<file path="src/rtl/alu_pkg.sv">
// Shared ALU definitions: op codes (common with ALU control), exec FSM states
// and the bit positions of the registered result flags.
package alu_pkg;

  localparam logic [3:0] OP_AND = 4'b0000;
  localparam logic [3:0] OP_OR  = 4'b0001;
  localparam logic [3:0] OP_ADD = 4'b0010;
  localparam logic [3:0] OP_SLL = 4'b0011;
  localparam logic [3:0] OP_SRL = 4'b0100;
  localparam logic [3:0] OP_SRA = 4'b0101;
  localparam logic [3:0] OP_SUB = 4'b0110;
  localparam logic [3:0] OP_SLT = 4'b0111;
  localparam logic [3:0] OP_NOR = 4'b1100;
  localparam logic [3:0] OP_XOR = 4'b1101;

  typedef enum logic {
    ST_IDLE  = 1'b0,
    ST_SHIFT = 1'b1
  } state_e;

  localparam int FLAG_ZERO = 0;
  localparam int FLAG_OVF  = 1;
  localparam int FLAG_ILL  = 2;
  localparam int NFLAGS    = 3;

  function automatic logic is_shift_op(input logic [3:0] op);
    return (op == OP_SLL) || (op == OP_SRL) || (op == OP_SRA);
  endfunction

endpackage

</file>
<file path="src/rtl/alu_comb_core.sv">
// Single-cycle ALU datapath: logic ops, add/sub with signed overflow, SLT and
// illegal-code detection. Shift codes produce 0 here; the exec unit owns shifts.
module alu_comb_core
  import alu_pkg::*;
#(
  parameter int NBITS = 32,
  parameter int ALUOP = 4
) (
  input  logic [ALUOP-1:0] i_op,
  input  logic [NBITS-1:0] i_a,
  input  logic [NBITS-1:0] i_b,
  output logic [NBITS-1:0] o_result,
  output logic             o_overflow,
  output logic             o_illegal
);

  logic [NBITS-1:0] w_sum;
  logic [NBITS-1:0] w_diff;
  logic             w_slt;

  assign w_sum  = i_a + i_b;
  assign w_diff = i_a - i_b;
  assign w_slt  = $signed(i_a) < $signed(i_b);

  always_comb begin
    o_result   = '0;
    o_overflow = 1'b0;
    o_illegal  = 1'b0;
    case (i_op)
      OP_AND: o_result = i_a & i_b;
      OP_OR:  o_result = i_a | i_b;
      OP_NOR: o_result = ~(i_a | i_b);
      OP_XOR: o_result = i_a ^ i_b;
      OP_ADD: begin
        o_result   = w_sum;
        o_overflow = (i_a[NBITS-1] == i_b[NBITS-1]) && (w_sum[NBITS-1] != i_a[NBITS-1]);
      end
      OP_SUB: begin
        o_result   = w_diff;
        o_overflow = (i_a[NBITS-1] != i_b[NBITS-1]) && (w_diff[NBITS-1] != i_a[NBITS-1]);
      end
      OP_SLT: o_result = {{(NBITS-1){1'b0}}, w_slt};
      OP_SLL, OP_SRL, OP_SRA: o_result = '0;
      default: o_illegal = 1'b1;
    endcase
  end

endmodule

</file>
<file path="src/rtl/alu_exec_unit.sv">
// Execute-stage ALU: single-cycle ops through alu_comb_core, shifts on a
// one-bit-per-cycle serial shifter, result held in an output register.
module alu_exec_unit
  import alu_pkg::*;
#(
  parameter int NBITS  = 32,
  parameter int ALUOP  = 4,
  parameter int SHBITS = 5
) (
  input  logic              i_clk,
  input  logic              i_reset,
  input  logic              i_valid,
  output logic              o_ready,
  input  logic [ALUOP-1:0]  i_ALUOp,
  input  logic              i_Shamt,
  input  logic [NBITS-1:0]  i_A,
  input  logic [NBITS-1:0]  i_B,
  input  logic [SHBITS-1:0] i_shamt,
  input  logic              i_flush,
  output logic              o_valid,
  input  logic              i_ready,
  output logic [NBITS-1:0]  o_result,
  output logic              o_zero,
  output logic              o_overflow,
  output logic              o_illegal
);

  // Handshake: an op transfers on an edge where i_valid && o_ready; a result
  // transfers on an edge where o_valid && i_ready. Both may happen together.
  state_e             r_state;
  state_e             w_state_nxt;
  logic               r_valid;
  logic [NBITS-1:0]   r_result;
  logic [NFLAGS-1:0]  r_flags;
  logic [NBITS-1:0]   r_work;
  logic [SHBITS-1:0]  r_cnt;
  logic [ALUOP-1:0]   r_shop;

  logic               w_ready;
  logic               w_accept;
  logic               w_is_shift;
  logic [SHBITS-1:0]  w_n;
  logic               w_start_shift;
  logic               w_last;
  logic [NBITS-1:0]   w_shifted;
  logic [NBITS-1:0]   w_core_res;
  logic               w_core_ovf;
  logic               w_core_ill;
  logic [NBITS-1:0]   w_load_res;
  logic [NFLAGS-1:0]  w_load_flags;
  logic [NFLAGS-1:0]  w_shift_flags;

  alu_comb_core #(
    .NBITS(NBITS),
    .ALUOP(ALUOP)
  ) u_core (
    .i_op       (i_ALUOp),
    .i_a        (i_A),
    .i_b        (i_B),
    .o_result   (w_core_res),
    .o_overflow (w_core_ovf),
    .o_illegal  (w_core_ill)
  );

  always_comb begin
    w_ready       = i_reset && (r_state == ST_IDLE) && (!r_valid || i_ready);
    w_accept      = i_valid && w_ready && !i_flush;
    w_is_shift    = is_shift_op(i_ALUOp);
    w_n           = i_Shamt ? i_shamt : i_A[SHBITS-1:0];
    w_start_shift = w_accept && w_is_shift && (w_n != '0);
    w_last        = (r_state == ST_SHIFT) && (r_cnt == SHBITS'(1));

    // A shift by zero completes immediately with B unchanged.
    w_load_res                = w_is_shift ? i_B : w_core_res;
    w_load_flags              = '0;
    w_load_flags[FLAG_ZERO]   = (w_load_res == '0);
    w_load_flags[FLAG_OVF]    = w_core_ovf;
    w_load_flags[FLAG_ILL]    = w_core_ill;

    case (r_shop)
      OP_SLL:  w_shifted = {r_work[NBITS-2:0], 1'b0};
      OP_SRA:  w_shifted = {r_work[NBITS-1], r_work[NBITS-1:1]};
      default: w_shifted = {1'b0, r_work[NBITS-1:1]};
    endcase
    w_shift_flags            = '0;
    w_shift_flags[FLAG_ZERO] = (w_shifted == '0);
  end

  always_comb begin
    w_state_nxt = r_state;
    if (!i_reset || i_flush) begin
      w_state_nxt = ST_IDLE;
    end else begin
      case (r_state)
        ST_IDLE:  if (w_start_shift) w_state_nxt = ST_SHIFT;
        ST_SHIFT: if (w_last) w_state_nxt = ST_IDLE;
        default:  w_state_nxt = ST_IDLE;
      endcase
    end
  end

  always_ff @(posedge i_clk) begin
    r_state <= w_state_nxt;
  end

  always_ff @(posedge i_clk) begin
    if (!i_reset) begin
      r_valid  <= 1'b0;
      r_result <= '0;
      r_flags  <= '0;
      r_work   <= '0;
      r_cnt    <= '0;
      r_shop   <= OP_SLL;
    end else if (i_flush) begin
      r_valid <= 1'b0;
      r_cnt   <= '0;
    end else if (r_state == ST_SHIFT) begin
      r_work <= w_shifted;
      r_cnt  <= r_cnt - SHBITS'(1);
      if (w_last) begin
        r_result <= w_shifted;
        r_flags  <= w_shift_flags;
        r_valid  <= 1'b1;
      end
    end else begin
      if (r_valid && i_ready) r_valid <= 1'b0;
      if (w_start_shift) begin
        r_work  <= i_B;
        r_cnt   <= w_n;
        r_shop  <= i_ALUOp;
        r_valid <= 1'b0;
      end else if (w_accept) begin
        r_result <= w_load_res;
        r_flags  <= w_load_flags;
        r_valid  <= 1'b1;
      end
    end
  end

  assign o_ready    = w_ready;
  assign o_valid    = r_valid;
  assign o_result   = r_result;
  assign o_zero     = r_flags[FLAG_ZERO];
  assign o_overflow = r_flags[FLAG_OVF];
  assign o_illegal  = r_flags[FLAG_ILL];

endmodule
</file>
<file path="config.mk">
export PLATFORM = sky130hd
export DESIGN_NAME = alu_exec_unit
export DESIGN_NICKNAME = d
export VERILOG_FILES = /design/src/rtl/alu_pkg.sv /design/src/rtl/alu_comb_core.sv /design/src/rtl/alu_exec_unit.sv
export SDC_FILE = /design/constraint.sdc
export NUM_CORES = 1
export LEC_CHECK = 0
export CAP_MARGIN = 20
export CORE_UTILIZATION = 40
export DETAILED_ROUTE_END_ITERATION = 10
export GPL_TIMING_DRIVEN = 0
export HOLD_SLACK_MARGIN = 0.15
export SYNTH_ARGS = -nofsm -noshare
export SYNTH_HDL_FRONTEND = slang
export SYNTH_SLANG_ARGS = --single-unit
</file>
<file path="constraint.sdc">
create_clock -name i_clk -period 5.5 [get_ports i_clk]
set_input_delay 1.1 -clock i_clk [delete_from_list [all_inputs] [get_ports i_clk]]
set_output_delay 1.1 -clock i_clk [all_outputs]
set_load 0.03 [all_outputs]
</file>
# Word level (Yosys, flattened, before mapping)
# Cells that the tools add are included.
# Widths: inputs -> output; s select.
[word_totals] out_inout_bits=37 wordCells=92 regBits=78
[classes] reduce_logical=30 n_bitwise=7 n_eq_ne=18 addsub=3 n_lt_le_gt_ge=1 mux=26
[ops] op="$mux 32" count=7
[ops] op="$pmux 32 s7" count=1
[ops] op="$logic_not 32->1" count=2
[ops] op="$pmux 32 s2" count=1
[ops] op="$add 32x32->32" count=1
[ops] op="$and 32x32->32" count=1
[ops] op="$lt 32x32->1" count=1
[ops] op="$not 32->32" count=1
[ops] op="$or 32x32->32" count=1
[ops] op="$sub 32x32->32" count=1
[ops] op="$xor 32x32->32" count=1
[ops] op="$eq 4x3->1 const B" count=5
[ops] op="$mux 5" count=3
[ops] op="$eq 4x2->1 const B" count=3
[ops] op="$mux 3" count=4
[ops] op="$logic_and 1x1->1" count=10
[ops] op="$reduce_or 10->1" count=1
[ops] op="$eq 4x4->1 const B" count=2
[ops] op="$mux 1" count=8
[ops] op="$eq 5x1->1 const B" count=1
[ops] op="$reduce_bool 5->1" count=1
[ops] op="$sub 5x1->5 const B" count=1
[ops] op="$eq 4x1->1 const B" count=1
[ops] op="$logic_not 4->1" count=1
[ops] op="14 further kinds" count=26

# Logic depth before layout (Yosys ltp)
# Gate-level depths: netlist (run 1).
[logic_depth] ltp_word=9 mapped_depth=15

# Modules after synthesis
# Synthesis (run 1) repeated with hierarchy kept, for this count alone.
[unflattened] cells_unflattened=1395 area_unflattened_um2=9646.8
[modules_own_cells] mod="alu_comb_core" seq_area_each_um2=0.0 area_per_inst_um2=5295.1 cells_per_inst=804 instances=1
[modules_own_cells] mod="alu_exec_unit" seq_area_each_um2=1561.5 area_per_inst_um2=4351.7 cells_per_inst=591 instances=1

# Worst setup path before layout (run 1)
# No wires, ideal clock.
[synth_path] path_kind="in2reg" startpoint="input port i_A[0]" endpoint="register r_flags[0]" t_required_ns=5.404 arrival_ns=4.114 cell_stages=14 slack_ns=1.290 n_path_buf=0 path_cell_list="ha_1 inv_1 fa_1 nand2b_1 a21boi_2 o31ai_1 o2111a_1 or4b_1 or4_1 nor4_2 nand4bb_1 nor4_2 nand4_1 o41ai_2"
[synth_between] elab_chain_cells=8 word_cells_on_any_way=18 cone_classes="add/sub: 2; order compare: 1; eq/ne: 1; mux: 6; bitwise: 4; reduce/logical: 4"
[synth_lines] item="from (decl)" line_no="alu_exec_unit.sv:16" rtl="input logic [NBITS-1:0] i_A,"
[synth_lines] item="parallel branches: the longest is 8 deep, another holds $sub 32x32->32"
[synth_lines] item="to (signal assigned)" line_no="alu_exec_unit.sv:122" rtl="r_flags <= w_shift_flags;"
[synth_lines] item="to (signal assigned)" line_no="alu_exec_unit.sv:134" rtl="r_flags <= w_load_flags;"
[synth_lines] item="to (decl)" line_no="alu_exec_unit.sv:34" rtl="logic [NFLAGS-1:0] r_flags;"
# Several ways; the timed one is not identified. The select of a mux whose other input is x is not followed.
# A chain may end at the register's enable or synchronous reset.

# Worst setup path in the final report (run 1)
[layout_path] startpoint="input port i_ALUOp[3]" endpoint="register r_result[16], in the netlist o_result[16]"
[layout_between] elab_chain_cells=7 word_cells_on_any_way=21 cone_classes="eq/ne: 10; mux: 5; reduce/logical: 6"
[layout_lines] item="from (decl)" line_no="alu_exec_unit.sv:14" rtl="input logic [ALUOP-1:0] i_ALUOp,"
[layout_lines] item="parallel branches: the longest is 7 deep, another holds $pmux 32 s7"
[layout_lines] item="to (signal assigned)" line_no="alu_exec_unit.sv:121" rtl="r_result <= w_shifted;"
[layout_lines] item="to (signal assigned)" line_no="alu_exec_unit.sv:133" rtl="r_result <= w_load_res;"
[layout_lines] item="to (decl)" line_no="alu_exec_unit.sv:33" rtl="logic [NBITS-1:0] r_result;"
# Several ways; the timed one is not identified. The select of a mux whose other input is x is not followed.

==> impl.org, run 1 <==
** Status
- The run finished with clean final reports.

** GRT
- Antenna violations before repair :: 2
- Entering global routing, the biggest net connects 14 pins.
- Global routing consumed, over all layers together, 34.2% of the routing resources.
- The first global-routing pass estimated 68200 µm of wire.
- For this run the aggregate overflow at the end of global routing stands at 0.
- Number of global-route vias before repair :: 11100

** Min path
- Counting instances, the worst hold path has a depth of 2.
- Hold_sp :: o_result[30]$_SDFFE_PN0P_
- The worst hold path belongs to the class flip-flop to flip-flop.
- Worst-case hold path end point :: o_result[30]$_SDFFE_PN0P_

** Worst setup path
- Combined buffer and inverter count along the critical path :: 6
- Critical path endpoint category :: flip-flop
- Required @ worst endpoint :: 5.77 ns
- The largest single stage delay on the critical path is 0.71 ns.
- Cell breakdown of the critical path :: clkdlybuf4s50_1 -> buf_2 -> nor3_1 -> buf_4 -> and2_1 -> buf_2 -> clkbuf_1 -> clkbuf_1 -> a21oi_1 -> o21a_1 -> o21ai_0 -> o211ai_1 -> a21boi_0
- The number of cells on the worst reg-to-reg path is 11.
- Setup slack, reg-to-reg :: 2.00 ns
- Classification of the worst setup path :: input pin to flip-flop
- Of all nets on the critical path, the largest fanout is 10.
- CP startpoint kind :: input pin
- Cell with the largest stage delay on the worst path :: sky130_fd_sc_hd__clkbuf_1
- The worst register-to-register path begins at r_state$_SDFF_PP0_.
- Among cell families on the critical path, the largest total delay comes from buffers and inverters.
- CP Data Arrival Time :: 5.66 ns
- Endpoint of the worst-slack reg-to-reg timing path :: r_flags[0]$_SDFFE_PN0P_

** Timing
- Setup violations remaining at the end of the flow were counted as 0.
- Once routing completed, OpenROAD measured the worst setup slack at 0.116 ns.
- Number of max-slew violations in the final report :: 0
- Ratio of final minimum period to clock period :: 97.9%
- Minimum clock period :: 5.38 ns
- Setup repair after global routing left no endpoint under its margin.
- Smallest hold slack :: 0.457 ns
- Final hold violation count :: 0
- Transition time of the tightest slew-check pin :: 1.21 ns
- Normalized max-slew margin :: 18.6%
- For the final database, setup skew stands at 0.00657 ns.
- Static timing analysis puts the maximum clock frequency at 186 MHz.

** Final layout
- Relative to the synthesized area, the layout overhead comes to 19.1%.
- Net count of the finished layout :: 1753
- Of the cells placed in the final design, the portion with a size suffix greater than 1 is 4.70%.
- Final standard cell count with taps included and fillers excluded :: 1901

** Logic synthesis
- After synthesis, the mean cell area works out to 7.01 µm².
- The most used flip-flop cell after synthesis is sky130_fd_sc_hd__dfxtp_1.
- After synthesis the netlist holds a flip-flop and latch count of 78.
- Total of warnings raised by yosys :: 0
- After technology mapping, the gate count stands at 1443.
- Seq/Total Area, Yosys :: 15.4%
- Yosys mapped the design onto 94 distinct sky130hd cell types.
- Counting every net in the synthesized netlist gives 1625.
- Number of synthesized flops with an enable pin :: 0
- Share of synthesized flip-flops with an asynchronous set or reset :: 0%
- The cell area that synthesis handed to floorplanning was 10100 µm².

** Pwr
- The internal power of the cells totals 1270 µW.
- The share of total power dissipated in sequential elements is 27.7%.
- In this run, the clock network consumes 30.6% of the power.
- The analysis attributes to cell leakage a power of 0.00458 µW.
- Summed over all nets, the switching power comes to 818 µW.
- Net switching is 39.1% of the power.
- Maximum ir drop on the vdd rail :: 0.183 mV
- Combinational Power Share :: 41.7%
- Pwr dens :: 174 nW/µm²

** Place
- GP Congestion :: 0.979
- Before CTS, the worst setup slack after placement is -0.529 ns.
- Placed Cells :: 1883
- Half-perimeter wire length after placement :: 35600 µm
- Number of I/O port buffers :: 113

** Die
- Core outline area :: 24500 µm²
- Die Outline Area :: 25900 µm²
- The floorplan has 57 rows.
- From left edge to right edge, the die measures 161 µm.
- The die is 161 µm tall.
- During I/O placement, the number of pins put on the boundary was 116.
- The initial utilization of the core area, before any placement, comes to 41.2%.

** Clocking
- Clock tree synthesis selected as its root buffer the cell sky130_fd_sc_hd__clkbuf_16.
- The H-tree was split into 3 levels.
- No sink is reached through more buffers than the 2 on the longest clock path.
- The tree built by TritonCTS fans out to 78 sinks.
- Clock-pin slew was measured on the worst setup and hold paths at 0.06 ns.
- TritonCTS built the clock tree.
- Post-CTS timing repair inserted 0 buffers for setup.
- Clock latency on the worst-skew pair, taken at its later pin, is 0.35 ns.
- Hold buffer count at CTS :: 0
- Number of buffers created by CTS :: 9

** Route
- For this run, design rule violations remaining after detail routing come to 0.
- Routed wire per std cell :: 23.5 µm
- Detailed Route Iter0 Violations :: 1465
- Routed wire length :: 44800 µm
- The routed layout has 12000 vias.
- Dividing the detail-routed via count by the number of cells gives 6.31.
- Count of antenna-violating nets left after detailed routing :: 0
- First-pass iteration count of the detailed router :: 6

** Flow run
- Number of maximum-capacitance violations :: 0
[registers in the layout, summed over array words and instances (netlist names)]
name,count
o_result,32
r_work,32
r_cnt,5
r_shop,4
r_flags,3
o_valid,1
r_state,1
[power by group through the flow]
stage	Clock [µW]	Combinational, µW	Sequential, µW
global placement	0	828	591
floorplan	0	502	602
CTS	646	835	579
global route	667	931	580
finish	640	872	579
detailed placement	0	829	591
[worst max path at each step]
stage	endpoint	slack (ns)	start	cells after the start
CTS	r_flags[0]$_SDFFE_PN0P_	0.03	i_B[0]	15
finish	o_result[16]$_SDFFE_PN0P_	0.12	i_ALUOp[3]	13
detailed placement	r_flags[0]$_SDFFE_PN0P_	-0.53	i_B[21]	15
global placement	r_flags[0]$_SDFFE_PN0P_	-0.58	i_B[21]	15
floorplan	r_flags[0]$_SDFFE_PN0P_	1.29	i_A[0]	14
global route	o_result[16]$_SDFFE_PN0P_	0.0009	i_ALUOp[3]	13
[repair_timing]
item | CTS | global route
endpoints found under the setup margin | 1 | 1
gates resized for setup | 3 | 11
endpoints found under the hold margin | 0 | 0
[synthesized netlist by cell type, types with 8 or more instances]
master | instances | area, µm²
sky130_fd_sc_hd__a21boi_0 | 61 | 458
sky130_fd_sc_hd__nand2b_1 | 12 | 75.1
sky130_fd_sc_hd__nor2b_1 | 17 | 106
sky130_fd_sc_hd__a211o_1 | 8 | 70.1
sky130_fd_sc_hd__or4_1 | 8 | 60.1
sky130_fd_sc_hd__buf_2 | 11 | 55.1
sky130_fd_sc_hd__nand3_1 | 38 | 190
sky130_fd_sc_hd__a22oi_1 | 17 | 128
sky130_fd_sc_hd__a21oi_1 | 94 | 470
sky130_fd_sc_hd__ha_1 | 101 | 1260
sky130_fd_sc_hd__dfxtp_1 | 78 | 1560
sky130_fd_sc_hd__a21o_1 | 12 | 90.1
sky130_fd_sc_hd__clkbuf_1 | 88 | 330
sky130_fd_sc_hd__inv_1 | 106 | 398
sky130_fd_sc_hd__a221oi_1 | 31 | 272
sky130_fd_sc_hd__mux2i_1 | 16 | 160
sky130_fd_sc_hd__o22ai_1 | 8 | 50.1
sky130_fd_sc_hd__nor4_1 | 16 | 100
sky130_fd_sc_hd__or3_1 | 9 | 56.3
sky130_fd_sc_hd__a31oi_1 | 10 | 62.6
sky130_fd_sc_hd__a211oi_1 | 15 | 113
sky130_fd_sc_hd__nand2_1 | 200 | 751
sky130_fd_sc_hd__a221o_1 | 9 | 90.1
sky130_fd_sc_hd__nand4_1 | 15 | 93.8
sky130_fd_sc_hd__o21a_1 | 9 | 67.6
sky130_fd_sc_hd__o21ai_0 | 69 | 345
sky130_fd_sc_hd__nor3_1 | 37 | 185
sky130_fd_sc_hd__o31ai_1 | 18 | 135
sky130_fd_sc_hd__o211ai_1 | 70 | 526
sky130_fd_sc_hd__nor2_1 | 94 | 353
[per-layer routing]
metal	routed length (µm)	GRT usage, %	up-vias
met5	0	0	-
met4	1080	9.73	0
met3	4690	7.01	82
met2	19800	53.9	653
met1	19200	46.9	5676
li1	-	-	5587
[area by class of cell]
| cell class | count | area, µm² |
|---|---|---|
| Tap cell | 324 | 405 |
| Inverter | 107 | 402 |
| Sequential cell | 78 | 1560 |
| Timing Repair Buffer | 117 | 1160 |
| Fill cell | 2519 | 12500 |
| Buffer | 113 | 488 |
| Clock buffer | 10 | 229 |
| Antenna cell | 1 | 2.50 |
| Clock inverter | 6 | 86.3 |
| Multi-Input combinational cell | 1145 | 7710 |
[cells by family after synthesis]
| logic type | synth area share [%] |
|---|---|
| muxes | 1.58 |
| DFF | 15.4 |
| adders and majority gates | 12.9 |
| AOI/OAI and AO/OA | 37.3 |
| xor gates and xnor gates | 0.260 |
| buffers and inverters | 8.79 |
| and+or+nand+nor | 23.8 |
[placed cells by master, fill, tap and decap left out, types with 60 or more instances in the layout]
| cell type | n |
|---|---|
| sky130_fd_sc_hd__o21ai_0 | 66 |
| sky130_fd_sc_hd__dfxtp_1 | 78 |
| sky130_fd_sc_hd__inv_1 | 106 |
| sky130_fd_sc_hd__nand2_1 | 200 |
| sky130_fd_sc_hd__nor2_1 | 94 |
| sky130_fd_sc_hd__ha_1 | 101 |
| sky130_fd_sc_hd__clkdlybuf4s50_1 | 113 |
| sky130_fd_sc_hd__a21oi_1 | 94 |
| sky130_fd_sc_hd__clkbuf_1 | 88 |
| sky130_fd_sc_hd__a21boi_0 | 60 |
| sky130_fd_sc_hd__o211ai_1 | 70 |
[per-stage QoR]
stage | total power [µW] | setup TNS (ns) | utilization (%) | instance area, µm²
floorplan | 1100 | 0 | - | 10100
global placement | 1420 | -4.49 | 47.5 | 11600
detailed placement | 1420 | -1.82 | 47.6 | 11700
CTS | 2060 | 0 | 48.9 | 12000
global route | 2180 | 0 | 49.1 | 12000
finish | 2090 | 0 | 49.1 | 12000
[worst min-delay path: stages (launching register included)]
cell	delay (ns)
sky130_fd_sc_hd__dfxtp_1	0.31
sky130_fd_sc_hd__nand3_1	0.06
sky130_fd_sc_hd__nand2_1	0.04
Note: power is estimated with default switching activity, not from simulation.
==> run 2: changes to the inputs <==
--- a/config.mk
+++ b/config.mk
@@ -6,7 +6,9 @@
 export NUM_CORES = 1
 export LEC_CHECK = 0
 export CAP_MARGIN = 20
+export CORE_ASPECT_RATIO = 0.5
 export CORE_UTILIZATION = 40
+export CTS_CLUSTER_SIZE = 24
 export DETAILED_ROUTE_END_ITERATION = 10
 export GPL_TIMING_DRIVEN = 0
 export HOLD_SLACK_MARGIN = 0.15
==> run 2 against run 1 <==
Against the previous run: power fell by 1.0%; global-route usage rose by 3.9 points; cell count rose by 0.47%; setup slack improved by 0.014 ns; combinational power rose by 5.5%; clock power fell by 11%; first-iteration DRC count rose by 7.6%; critical endpoint is now r_flags[0]$_SDFFE_PN0P_; clock skew rose by 0.0023 ns; sequential cell count did not move.
==> impl.org, run 2 (same netlist as run 1, synthesis figures left out) <==
** Status
- Outcome :: completed

** Clocking
- TritonCTS built the clock tree.
- Htree depth :: 3 (unchanged)
- Number of buffers created by CTS :: 9 (unchanged)
- Skew-Pair Late Insertion Delay :: 0.34 ns (about the same)
- Root buffer cell :: sky130_fd_sc_hd__clkbuf_16
- Hold buffer count at CTS :: 0 (unchanged)
- Clock input transition at the sequential cells of the worst setup and hold paths :: 0.07 ns (about the same)
- The number of sinks on the clock net is 78 (unchanged).
- The maximum buffer depth of the clock tree came to 2 (unchanged).

** Route
- Detailed Route Iter0 Violations :: 1577 (+7.6%)
- The total via count in the routed design was 12500 (+4.0%).
- Routed wire length :: 49500 µm (+11%)
- # DRC :: 0 (unchanged)
- The number of iterations in the first detailed-routing pass is 6 (unchanged).
- The average wire per cell in the routed design is 25.9 µm (+10%).
- The via-per-instance ratio came to 6.53 (+3.5%).
- Count of antenna-violating nets left after detailed routing :: 0 (unchanged)

** Timing
- The number of slew-limit violations in the final report is 0 (unchanged).
- Final hold violation count :: 0 (unchanged)
- The sum of negative setup slack is 0 ns (unchanged).
- Largest clock skew in the final design :: 0.00886 ns (+0.00229 ns)
- The worst-margin pin slew came to 1.03 ns (-0.174 ns).
- The worst max-slew margin expressed relative to the limit came to 31.0% (+12 points).
- The post-route fraction of the period consumed by the critical path is 97.6% (-0.26 points).
- Number of setup violations in the final report :: 0 (unchanged)
- Highest clock rate :: 186 MHz (+0.26%)
- The shortest period the worst path allows came to 5.37 ns (-0.0142 ns).

** Worst setup path
- Classification of the worst setup path :: input pin to flip-flop
- The maximum fanout count along the critical path came to 10 (unchanged).
- CP startpoint kind :: input pin
- Critical path endpoint category :: flip-flop
- CP Data Arrival Time :: 5.62 ns (-0.04 ns)
- The required time of the worst setup path was 5.75 ns (-0.02 ns).

** Die
- The y dimension of the die came to 114 µm (-29%).
- The placeable core region came to 24400 µm² (-0.65%).
- Die Outline Area :: 26000 µm² (+0.15%)
- Floorplan die width :: 227 µm (+41%)
- The starting utilization of the core area is 41.5% (+0.27 points).
- Standard-cell row count :: 40 (-30%)
- Number of primary I/O pins :: 116 (unchanged)

** GRT
- The via count of the first global-routing pass is 11300 (+1.4%).
- The maximum number of pins on one net before global-route repair was 16 (+2).
- The number of antenna violations at the first check in global routing was 0 (-2).
- GRT Overall Usage :: 38.1% (+3.9 points)
- Final global-route overflow total :: 0 (unchanged)
- Wire length of the first global-routing pass :: 72700 µm (+6.6%)

** Pwr
- The leakage power was 0.00458 µW (about the same).
- The power density over the cells was 172 nW/µm² (-1.3%).
- The worst-case vdd ir drop was 0.155 mV (-15%).

** Final layout
- Most common cell after layout, fill and taps aside :: sky130_fd_sc_hd__nand2_1
- Core utilization of the finished layout :: 49.5% (+0.46 points)
- The library cells used most frequently in the layout, excluding fill and tap cells, are sky130_fd_sc_hd__nand2_1 (200), sky130_fd_sc_hd__clkdlybuf4s50_1 (112), sky130_fd_sc_hd__inv_1 (106).
- The layout filler cell count came to 2537 (+0.71%).
- Antenna diode count :: 0 (-1)
- Net count of the finished layout :: 1751 (-0.11%)
- Compared with the post-synthesis result, the final layout area differs by 19.4%.
- Register cell area after layout :: 1560 µm² (unchanged)
- Footprint of the multi-input gates :: 7760 µm² (+0.70%)
- Fraction of layout instances using a drive strength above 1 :: 5.46% (+0.77 points)

** Min path
- Kind of path behind the tightest hold check :: flip-flop to flip-flop

** Place
- Half-perimeter wire length after placement :: 40200 µm (+13%)
- The number of port buffers came to 113 (unchanged).
- GP Congestion :: 1.00 (+2.6%)

** Flow run
- Number of maximum-capacitance violations :: 0 (unchanged)
run 2: metal layers:
metal	track usage, %	vias to the layer above	share of wire [%]
met5	0	-	0
met3	13.3	78	14
met4	8.83	0	2.1
li1	-	5589	-
met2	52.5	794	38
met1	55.4	6015	45
run 2: final cells by class:
class / instances / area share, %
Multi-Input combinational cell: 1145 / 64.3
Clock buffer: 9 / 1.87
Sequential cell: 78 / 12.9
Tap cell: 336 / 3.48
Inverter: 107 / 3.33
Timing Repair Buffer: 117 / 9.64
Clock inverter: 7 / 0.456
Buffer: 111 / 3.99
run 2: repair_timing:
action	4_1_cts	5_1_grt
hold endpoints to repair	0	0
pin swaps	0	1
setup endpoints to repair	5	9
buffers inserted	0	1
resized for setup	7	19
cloned	0	0
run 2: power by group:
group | switching [µW] | internal, µW
combinational | 613 | 306
sequential | 6.48 | 573
clock | 260 | 311
total | 880 | 1190
run 2: worst paths after layout:
check / from / end / slack, ns / depth (start not counted)
max reg2reg: r_cnt[1]$_SDFFE_PP0N_ / r_flags[0]$_SDFFE_PN0P_ / 2.01 / 13
min reg2reg: o_result[27]$_SDFFE_PN0P_ / o_result[27]$_SDFFE_PN0P_ / 0.46 / 2
min: o_result[27]$_SDFFE_PN0P_ / o_result[27]$_SDFFE_PN0P_ / 0.46 / 2
max: i_B[10] / r_flags[0]$_SDFFE_PN0P_ / 0.13 / 14
run 2: critical path, stage by stage:
cell	delay, ns
sky130_fd_sc_hd__clkdlybuf4s50_1	0.72
sky130_fd_sc_hd__inv_1	0.12
sky130_fd_sc_hd__ha_1	0.40
sky130_fd_sc_hd__clkbuf_1	0.42
sky130_fd_sc_hd__a21oi_1	0.21
sky130_fd_sc_hd__o31a_1	0.19
sky130_fd_sc_hd__a2111oi_2	0.47
sky130_fd_sc_hd__o21a_1	0.35
sky130_fd_sc_hd__o2111ai_1	0.23
sky130_fd_sc_hd__a21oi_1	0.38
sky130_fd_sc_hd__o32ai_1	0.15
sky130_fd_sc_hd__o2bb2ai_1	0.44
sky130_fd_sc_hd__inv_1	0.10
sky130_fd_sc_hd__o41ai_2	0.32
run 2: stage by stage:
stage / hold slack, ns / power [µW] / instances / cell area (µm²) / worst slack (ns)
6_report: 0.460 / 2070 / 1910 / 12100 / 0.131
5_1_grt: 0.485 / 2150 / 1910 / 12100 / -0.00956
4_1_cts: 0.462 / 2020 / 1911 / 12000 / 0.00678
3_5_place_dp: 0.453 / 1450 / 1895 / 11700 / -0.789
3_3_place_gp: 0.445 / 1450 / 1892 / 11700 / -0.867
2_1_floorplan: 0.433 / 1100 / 1443 / 10100 / 1.29
==> run 3: changes to the inputs <==
--- a/config.mk
+++ b/config.mk
@@ -7,11 +7,13 @@
 export LEC_CHECK = 0
 export CAP_MARGIN = 20
 export CORE_ASPECT_RATIO = 0.5
-export CORE_UTILIZATION = 40
+export CORE_UTILIZATION = 50
 export CTS_CLUSTER_SIZE = 24
 export DETAILED_ROUTE_END_ITERATION = 10
 export GPL_TIMING_DRIVEN = 0
 export HOLD_SLACK_MARGIN = 0.15
+export PLACE_DENSITY = 0.72
+export REMOVE_ABC_BUFFERS = 1
 export SYNTH_ARGS = -nofsm -noshare
 export SYNTH_HDL_FRONTEND = slang
 export SYNTH_SLANG_ARGS = --single-unit
==> run 3 against run 2 <==
Against the previous run: register-to-register slack better by 0.03 ns; clock skew down 0.0010 ns; sequential share of layout area up 0.24 points; largest cell class unchanged.
==> impl.org, run 3 (same netlist as run 1, synthesis figures left out) <==
** Status
- The run finished with clean final reports.

** Place
- The worst slack at placement is -0.569 ns (+0.220 ns).
- The global placement routability congestion is 1.10 (+9.4%).
- Half-perimeter wire length after placement :: 30600 µm (-24%)
- Number of I/O port buffers :: 115 (+1.8%)

** Timing
- The count of final setup violators is 0 (unchanged).
- The worst setup skew after layout was 0.00784 ns (-0.00102 ns).
- Final hold violation count :: 0 (unchanged)
- Normalized max-slew margin :: 15.2% (-16 points)
- The post-route fraction of the period consumed by the critical path was 98.9% (+1.2 points).
- Number of max-slew violations in the final report :: 0 (unchanged)
- The worst-margin pin slew was 1.26 ns (+0.224 ns).
- The shortest period the worst path allows is 5.44 ns (+0.0684 ns).
- Smallest hold slack :: 0.452 ns (-0.00808 ns)
- Worst-case setup margin in the final layout :: 0.0622 ns (-0.0684 ns)
- The achievable clock frequency was 184 MHz (-1.3%).

** Die
- Chip Height :: 103 µm (-10%)
- Initial Util :: 51.5% (+10 points)
- The placeable core region came to 19600 µm² (-19%).
- The full die area is 20800 µm² (-20%).
- The number of top-level pins was 116 (unchanged).
- The horizontal die dimension came to 203 µm (-10%).
- Standard-cell row count :: 36 (-10%)

** Clocking
- The clock latency reported for the late side of the worst-skew pair came to 0.34 ns (about the same).
- Clock tree buffer depth :: 2 (unchanged)
- The number of sinks on the clock net is 78 (unchanged).
- Post-CTS setup repair buffer count :: 0 (unchanged)
- Hold buffer count at CTS :: 0 (unchanged)
- TritonCTS built the clock tree.
- The total number of H-tree levels came to 3 (unchanged).
- The quantity of gates resized following cts is 2 (-5).
- Clock input transition at the sequential cells of the worst setup and hold paths :: 0.06 ns (about the same)
- Root buffer cell :: sky130_fd_sc_hd__clkbuf_16
- The clock buffer count from CTS was 9 (unchanged).

** Final layout
- Most common cell after layout, fill and taps aside :: sky130_fd_sc_hd__nand2_1
- The final-stage net count came to 1662 (-5.1%).
- From synthesis to final layout, the design area changed by 17.5%.
- Core utilization of the finished layout :: 60.5% (+11 points)
- Most used cells in the layout excluding fill and tap cells :: sky130_fd_sc_hd__nand2_1 (200), sky130_fd_sc_hd__clkdlybuf4s50_1 (113), sky130_fd_sc_hd__inv_1 (106)
- Antenna diode count :: 0 (unchanged)
- The proportion of layout cells with a drive suffix above 1 was 4.99% (-0.48 points).

** Route
- First-pass iteration count of the detailed router :: 8 (+2)
- The post-route antenna net violation count came to 0 (unchanged).
- The via-per-instance ratio is 6.73 (+3.1%).
- Via count of the routed design :: 11800 (-5.6%)
- The number of DRC markers in iteration 0 was 1560 (-1.1%).
- The number of DRC violations after detailed routing is 0 (unchanged).
- The average wire per cell in the routed design was 22.8 µm (-12%).
- Routed wire length :: 39900 µm (-19%)

** Pwr
- Maximum ir drop on the vdd rail :: 0.143 mV (-7.5%)
- The leakage power came to 0.00457 µW (-0.37%).
- The final total power is 1990 µW (-3.6%).
- The power density over the cells came to 168 nW/µm² (-2.1%).

** Worst setup path
- The required time of the worst setup path came to 5.75 ns (about the same).
- The worst setup path is launched from an input pin.
- The maximum fanout count along the critical path was 5 (-5).
- CP Data Arrival Time :: 5.68 ns (+0.06 ns)
- The worst setup path is captured at a flip-flop.
- Classification of the worst setup path :: input pin to flip-flop

** GRT
- The total overflow reported by the global router was 0 (unchanged).
- Wire length of the first global-routing pass :: 60400 µm (-17%)
- The global-route usage over all layers came to 37.4% (-0.72 points).
- The maximum number of pins on one net before global-route repair is 102 (+86).
- Antenna violations before repair :: 1 (+1)
- The via count of the first global-routing pass is 10600 (-5.8%).

** Min path
- The tightest min-delay check is of the flip-flop to flip-flop type.

** Flow run
- Number of maximum-capacitance violations :: 0 (unchanged)
-- run 3: cell count changes in the layout (fill, tap and decap cells not counted), moves of 3 or more --
| cell | previous run | this run |
|---|---|---|
| sky130_fd_sc_hd__o21ai_0 | 65 | 68 |
| sky130_fd_sc_hd__buf_4 | 8 | 5 |
| sky130_fd_sc_hd__clkbuf_1 | 85 | 4 |
| sky130_fd_sc_hd__buf_16 | 0 | 9 |
| sky130_fd_sc_hd__buf_1 | 4 | 1 |
| sky130_fd_sc_hd__buf_8 | 0 | 3 |
| sky130_fd_sc_hd__buf_2 | 11 | 1 |
-- run 3: where the power goes --
part           leakage [µW]  total, µW  switching [µW]  internal, µW
clock              0.000134        574             225           349
combinational       0.00380        842             535           307
sequential         0.000630        579            6.33           573
total               0.00457       1990             766          1230
-- run 3: worst paths after layout --
path | startpoint | endpoint | slack [ns] | cells past startpoint
worst max-delay path | i_A[0] | r_flags[0]$_SDFFE_PN0P_ | 0.06 | 16
worst min-delay path | o_result[30]$_SDFFE_PN0P_ | o_result[30]$_SDFFE_PN0P_ | 0.45 | 2
worst max register to register | r_cnt[1]$_SDFFE_PP0N_ | r_flags[0]$_SDFFE_PN0P_ | 2.04 | 13
worst min register to register | o_result[30]$_SDFFE_PN0P_ | o_result[30]$_SDFFE_PN0P_ | 0.45 | 2
-- run 3: worst max-delay path, stage by stage --
cell and delay [ns]:
sky130_fd_sc_hd__clkdlybuf4s50_1 0.50, sky130_fd_sc_hd__inv_1 0.18, sky130_fd_sc_hd__ha_1 0.21, sky130_fd_sc_hd__inv_1 0.06
sky130_fd_sc_hd__fa_1 0.44, sky130_fd_sc_hd__nor2b_1 0.17, sky130_fd_sc_hd__o21ai_1 0.43, sky130_fd_sc_hd__a21oi_1 0.13
sky130_fd_sc_hd__o21ai_0 0.17, sky130_fd_sc_hd__or4b_1 0.55, sky130_fd_sc_hd__or4_1 0.64, sky130_fd_sc_hd__nor4_4 0.28
sky130_fd_sc_hd__nand4bb_1 0.16, sky130_fd_sc_hd__nor4_2 0.25, sky130_fd_sc_hd__nand4_1 0.15, sky130_fd_sc_hd__o41ai_2 0.27
-- run 3: cell type report --
cell class	instances	area, µm²
Clock buffer	13	240
Clock inverter	2	35.0
Fill cell	1856	7760
Inverter	107	402
Multi-Input combinational cell	1145	7730
Sequential cell	78	1570
Tap cell	266	333
Timing Repair Buffer	139	1570
-- run 3: per-layer routing --
| layer | share of wire [%] | up-vias | global-route usage (%) |
|---|---|---|---|
| met5 | 0.18 | - | 0 |
| met2 | 42 | 661 | 56.9 |
| met4 | 3.0 | 4 | 11.2 |
| met1 | 44 | 5614 | 52.5 |
| li1 | - | 5403 | - |
| met3 | 11 | 98 | 8.60 |
-- run 3: per-stage QoR --
step	instances	setup TNS, ns	cell area, µm²
2_1_floorplan	1330	0	9620
3_3_place_gp	1711	-170.78	11100
3_5_place_dp	1733	-0.569	11500
4_1_cts	1748	0	11800
5_1_grt	1750	-0.0200	11900
6_report	1750	0	11900
